--- src/rtl/branch_predictor_pkg.sv ---
// Shared types and helpers for the bimodal branch predictor: counter encodings,
// default table geometry and the PC index/tag slicing used by lookup and training.
package branch_predictor_pkg;

  typedef enum logic [1:0] {
    SNT = 2'b00,
    WNT = 2'b01,
    WT  = 2'b10,
    ST  = 2'b11
  } cnt_e;

  localparam cnt_e CNT_RESET = WNT;
  localparam int   DEF_IDX_W = 6;
  localparam int   DEF_TAG_W = 8;

  // PCs are widened to 64 bits by callers so one helper serves any ADDR_W up to 64.
  function automatic logic [63:0] pc_index(input logic [63:0] pc, input int unsigned idx_w);
    return (pc >> 2) & ((64'd1 << idx_w) - 64'd1);
  endfunction

  function automatic logic [63:0] pc_tag(input logic [63:0] pc, input int unsigned idx_w,
                                         input int unsigned tag_w);
    return (pc >> (idx_w + 2)) & ((64'd1 << tag_w) - 64'd1);
  endfunction

  function automatic cnt_e cnt_inc(input cnt_e c);
    return (c == ST) ? ST : cnt_e'(c + 2'd1);
  endfunction

  function automatic cnt_e cnt_dec(input cnt_e c);
    return (c == SNT) ? SNT : cnt_e'(c - 2'd1);
  endfunction

endpackage

--- src/rtl/branch_predictor_btb.sv ---
// Direct-mapped branch target buffer: combinational read port, one synchronous
// write port, and a synchronous clear of all valid bits.
module bp_btb
  import branch_predictor_pkg::*;
#(
  parameter int ADDR_W = 32,
  parameter int IDX_W  = DEF_IDX_W,
  parameter int TAG_W  = DEF_TAG_W
) (
  input  logic              clk,
  input  logic              clr,
  input  logic [IDX_W-1:0]  rd_idx,
  input  logic [TAG_W-1:0]  rd_tag,
  output logic              rd_hit,
  output logic [ADDR_W-1:0] rd_target,
  input  logic              wr_en,
  input  logic [IDX_W-1:0]  wr_idx,
  input  logic [TAG_W-1:0]  wr_tag,
  input  logic [ADDR_W-1:0] wr_target
);

  localparam int NUM_ENT = 1 << IDX_W;

  logic [NUM_ENT-1:0] valid_q, valid_d;
  logic [TAG_W-1:0]   tag_q [NUM_ENT];
  logic [ADDR_W-1:0]  tgt_q [NUM_ENT];

  assign rd_hit    = valid_q[rd_idx] && (tag_q[rd_idx] == rd_tag);
  assign rd_target = tgt_q[rd_idx];

  always_comb begin
    valid_d = valid_q;
    if (wr_en) valid_d[wr_idx] = 1'b1;
  end

  always_ff @(posedge clk) begin
    if (clr) valid_q <= '0;
    else     valid_q <= valid_d;
  end

  // Tag/target payload needs no reset: it is only trusted behind a valid bit.
  always_ff @(posedge clk) begin
    if (wr_en && !clr) begin
      tag_q[wr_idx] <= wr_tag;
      tgt_q[wr_idx] <= wr_target;
    end
  end

endmodule

--- src/rtl/branch_predictor.sv ---
// Bimodal direction predictor with BTB: 0-cycle lookup for the IF PC, training from
// EX resolutions, and a registered one-cycle mispredict/redirect for the IF/ID flush.
module branch_predictor
  import branch_predictor_pkg::*;
#(
  parameter int ADDR_W = 32,
  parameter int IDX_W  = DEF_IDX_W,
  parameter int TAG_W  = DEF_TAG_W,
  parameter int CNT_W  = 16
) (
  input  logic              clk,
  input  logic              reset,
  input  logic [ADDR_W-1:0] if_pc,
  output logic              pred_taken,
  output logic [ADDR_W-1:0] pred_target,
  input  logic              ex_br_valid,
  input  logic [ADDR_W-1:0] ex_br_pc,
  input  logic              ex_br_taken,
  input  logic [ADDR_W-1:0] ex_br_target,
  input  logic              ex_pred_taken,
  input  logic [ADDR_W-1:0] ex_pred_target,
  output logic              mispredict,
  output logic [ADDR_W-1:0] redirect_pc,
  output logic [CNT_W-1:0]  mispred_cnt
);

  localparam int NUM_ENT = 1 << IDX_W;

  logic [IDX_W-1:0]  if_idx, ex_idx;
  logic [TAG_W-1:0]  if_tag, ex_tag;
  logic              btb_hit;
  logic [ADDR_W-1:0] btb_target;
  logic              update_en, miss, flush;

  cnt_e              cnt_q [NUM_ENT];
  cnt_e              cnt_d [NUM_ENT];
  logic              mispredict_q, mispredict_d;
  logic [ADDR_W-1:0] redirect_pc_q, redirect_pc_d;
  logic [CNT_W-1:0]  mispred_cnt_q, mispred_cnt_d;

  assign if_idx = IDX_W'(pc_index(64'(if_pc), IDX_W));
  assign if_tag = TAG_W'(pc_tag(64'(if_pc), IDX_W, TAG_W));
  assign ex_idx = IDX_W'(pc_index(64'(ex_br_pc), IDX_W));
  assign ex_tag = TAG_W'(pc_tag(64'(ex_br_pc), IDX_W, TAG_W));

  bp_btb #(
    .ADDR_W (ADDR_W),
    .IDX_W  (IDX_W),
    .TAG_W  (TAG_W)
  ) u_btb (
    .clk       (clk),
    .clr       (reset),
    .rd_idx    (if_idx),
    .rd_tag    (if_tag),
    .rd_hit    (btb_hit),
    .rd_target (btb_target),
    .wr_en     (update_en && ex_br_taken && !reset),
    .wr_idx    (ex_idx),
    .wr_tag    (ex_tag),
    .wr_target (ex_br_target)
  );

  // No bypass: lookup always sees the state registered before this edge.
  assign pred_taken  = btb_hit && cnt_q[if_idx][1];
  assign pred_target = pred_taken ? btb_target : if_pc + ADDR_W'(4);

  // The instruction in EX right after a flush is wrong-path, so it is squashed.
  assign update_en = ex_br_valid && !mispredict_q;
  assign miss      = (ex_pred_taken != ex_br_taken) ||
                     (ex_br_taken && (ex_pred_target != ex_br_target));
  assign flush     = update_en && miss;

  always_comb begin
    cnt_d         = cnt_q;
    mispredict_d  = flush;
    redirect_pc_d = redirect_pc_q;
    mispred_cnt_d = mispred_cnt_q;
    if (update_en) begin
      cnt_d[ex_idx] = ex_br_taken ? cnt_inc(cnt_q[ex_idx]) : cnt_dec(cnt_q[ex_idx]);
    end
    if (flush) begin
      redirect_pc_d = ex_br_taken ? ex_br_target : ex_br_pc + ADDR_W'(4);
      if (mispred_cnt_q != '1) mispred_cnt_d = mispred_cnt_q + CNT_W'(1);
    end
  end

  always_ff @(posedge clk) begin
    if (reset) begin
      for (int i = 0; i < NUM_ENT; i++) cnt_q[i] <= CNT_RESET;
      mispredict_q  <= 1'b0;
      redirect_pc_q <= '0;
      mispred_cnt_q <= '0;
    end else begin
      cnt_q         <= cnt_d;
      mispredict_q  <= mispredict_d;
      redirect_pc_q <= redirect_pc_d;
      mispred_cnt_q <= mispred_cnt_d;
    end
  end

  assign mispredict  = mispredict_q;
  assign redirect_pc = redirect_pc_q;
  assign mispred_cnt = mispred_cnt_q;

endmodule

--- config.mk ---
export PLATFORM = sky130hd
export DESIGN_NAME = branch_predictor
export DESIGN_NICKNAME = d
export VERILOG_FILES = /design/src/rtl/branch_predictor_pkg.sv /design/src/rtl/branch_predictor_btb.sv /design/src/rtl/branch_predictor.sv
export SDC_FILE = /design/constraint.sdc
export NUM_CORES = 2
export LEC_CHECK = 0
export CORE_MARGIN = 5
export CORE_UTILIZATION = 60
export DETAILED_ROUTE_END_ITERATION = 8
export PLACE_DENSITY = 0.75
export SLEW_MARGIN = 20
export SYNTH_ARGS = -nofsm -noshare
export SYNTH_HDL_FRONTEND = slang
export SYNTH_HIERARCHICAL = 1
export SYNTH_SLANG_ARGS = --single-unit
export TNS_END_PERCENT = 20
--- constraint.sdc ---
create_clock -name clk -period 6.7 [get_ports clk]
set_clock_uncertainty 0.15 [all_clocks]
set_input_delay 1.34 -clock clk [delete_from_list [all_inputs] [get_ports clk]]
set_output_delay 1.34 -clock clk [all_outputs]
set_load 0.05 [all_outputs]
==> reports/results.tsv <==
metric	value	unit
vias	63300	
dp_hpwl	184000	um
syn_nets	5592	
die_y	440	um
synth.largest_area_cell	edfxtp_1	
yosysWarnings	6	
drc	0	
synth_seq_cells	2801	
synthFlopType	edfxtp_1	
drt_iter0_markers	10800	
async_reset_ff_share	0	%
setup_slack	0.0271	ns
slew-limit-headroom	17.8	%
layout.nets	6068	
track_usage	36.3	%
max_cap_viol_count	0	
fillCellCount	10900	
synth_most_common_cell	edfxtp_1	
critPathLaunchType	primary input	
cts_max_level	5	
place.gp.congestion	0.852	
path_max_fanout	30	
cp-end-kind	output port	
initial_core_util	60.5	%
ir_drop	265	uV
r2r-start	mispredict$_SDFF_PP0_	
cts_made_buffers	291	
synth_top_area_share	69.3	%
setup_viol	0	
period_share	99.6	%
clockRootBuffer	clkbuf_16	
insertion_delay	0.91	ns
fp.dieArea	194000	um^2
crit_required	5.21	ns
layout-drive-gt1-share	28.6	%
critPathKind	in -> out	
fin_tns_setup	0	ns
finalHoldViolations	0	
synth_seq_area_share	73.6	%
power.leakage	40.1	nW
synth_cells	5456	
clock_path_buffers	4	
rsz0062_at_grt	false	
fin_crit	6.67	ns
fp.dieW	440	um
place_ws	-0.0235	ns
antenna_found_initial	16	
row_count	157	
synthTopCellsByCount	edfxtp_1 (2560), mux4_2 (801), nand2_1 (283)	
hp-start	redirect_pc[5]$_SDFFE_PP0P_	
holdCritPathClass	reg -> reg	
syn_area	111000	um^2
cts.sinks	2801	
powerDensity	289	nW/um^2
tightest_slew	1.23	ns
synth_edf_count	2560	
synth_cell_types	77	
critPathLaunch	if_pc[5]	
status	finished clean	
core	183000	um^2
combPwrFrac	5.9	%
path_clk_slew	0.05	ns
grt_pass1_vias	62500	
swShare	21.7	%
grt_max_degree	85	
syn2layout_area_growth	14.6	%
seq_power_share	52.0	%
routed_wl	350000	um
drt-wirelength-per-cell	40.7	um
internal_power	28.8	mW
synth.avg_cell_area	20.3	um^2
synth_area_leaders	edfxtp_1 (69%), mux4_2 (16%), dfxtp_1 (4.3%)	
via_per_inst	7.36	
cts_tree	yes	
switchingPower	7.96	mW
grt_overflow	0	
ant_nets	0	
slew_violations	0	
ios	215	
grt_pass1_wl	483000	um
numPortBuffers	214	
first_pass_iters	6	
pwr-share-clk	42.1	%
max_freq	150	MHz
arrival	5.18	ns
-- final cells by class --
cell class	instances	area (um^2)	area share (%)
Inverter	81	314	0.247
Antenna cell	3	7.51	0.00591
Timing Repair Buffer	537	5420	4.27
Clock inverter	145	1180	0.925
Multi-Input combinational cell	2220	27700	21.8
Sequential cell	2801	81700	64.3
Tap cell	2464	3080	2.43
Clock buffer	348	7680	6.05
-- per-layer routing --
metal	part of all wire [%]	up-vias	track usage (%)	wire length, um
met4	7.7	6	21.5	26800
met1	32	32400	46.6	111000
met2	46	5927	55.5	162000
met5	0.011	-	0	38
met3	14	1328	10.9	50400
li1	-	23600	-	-
-- power groups by stage --
stage	Sequential (mW)	Combinational (mW)	Clock, mW
after floorplan	19.5	1.14	0
after global placement	19.5	2.07	0
after detailed placement	19.5	2.10	0
after global routing	19.1	2.26	16.3
after CTS	19.1	2.14	15.5
final	19.1	2.18	15.5
-- per-stage QoR --
step                area, um^2  std cells  hold slack [ns]  util [%]  total power, mW
floorplan               111000       5456            0.286         -             20.7
global placement        118000       8085            0.292      64.3             21.5
detailed placement      118000       8085            0.299      64.3             21.6
CTS                     127000       8579            0.310      69.2             36.8
global route            127000       8596            0.328      69.3             37.7
finish                  127000       8599            0.309      69.3             36.7
-- state kept, by name, summed over array words and instances, names as in the netlist --
name           cells
u_btb/tag_q      512
u_btb/valid_q     64
redirect_pc       32
u_btb/tgt_q     2048
mispred_cnt       16
cnt_q            128
mispredict         1
-- timing repair --
item / in CTS / in global routing
gates resized for setup: 2 / 12
setup buffers: 0 / 16
gates cloned: 1 / 1
hold buffers: 0 / 0
endpoints found under the setup margin: 32 / 33
pin swaps: 0 / 5
-- worst max-delay path, stage by stage --
cell and delay [ns]:
buf_6 0.29, nor2b_1 0.81, a22oi_1 0.24, a21oi_1 0.31, nor4_2 0.09, xor2_1 0.30
nand4_1 0.35, nor4_2 0.37, o211a_4 0.25, buf_12 0.18, buf_4 0.17, nand2_1 0.05
o21ai_0 0.15, buf_12 0.19
-- cells in the final DEF (no fill, tap or decap), types with 40 or more instances in the layout --
cell type	count
a311oi_1	64
clkinv_2	51
mux2i_1	68
clkdlybuf4s50_1	130
buf_4	270
inv_1	77
o22ai_1	79
nor2b_1	40
buf_12	81
xnor2_1	52
xor2_1	48
clkinv_1	63
nor2_4	66
buf_2	44
nand2_1	283
clkbuf_16	299
a21oi_1	140
clkbuf_1	46
edfxtp_1	2560
nor2_1	65
mux4_2	801
dfxtp_1	241
o21ai_0	59
-- worst paths after layout --
path / endpoint / slack, ns / depth (start not counted)
max reg2reg: u_btb/tgt_q[62][13]$_DFFE_PP_ / 2.67 / 7
min reg2reg: redirect_pc[5]$_SDFFE_PP0P_ / 0.31 / 2
max: pred_target[27] / 0.03 / 14
min: redirect_pc[5]$_SDFFE_PP0P_ / 0.31 / 2
-- logic make-up (layout without fill, tap and decap cells) --
group | count (synthesis) | after routing | share of synthesized area, %
compound gates | 557 | 557 | 3.43
xor+xnor | 100 | 100 | 0.789
fa+ha+maj | 5 | 5 | 0.0530
buf+inv | 435 | 1111 | 1.92
flops | 2801 | 2801 | 73.6
mux | 920 | 920 | 17.5
other cells | 0 | 3 | 0
simple gates | 638 | 638 | 2.70
Power figures use the tool's default switching activity.
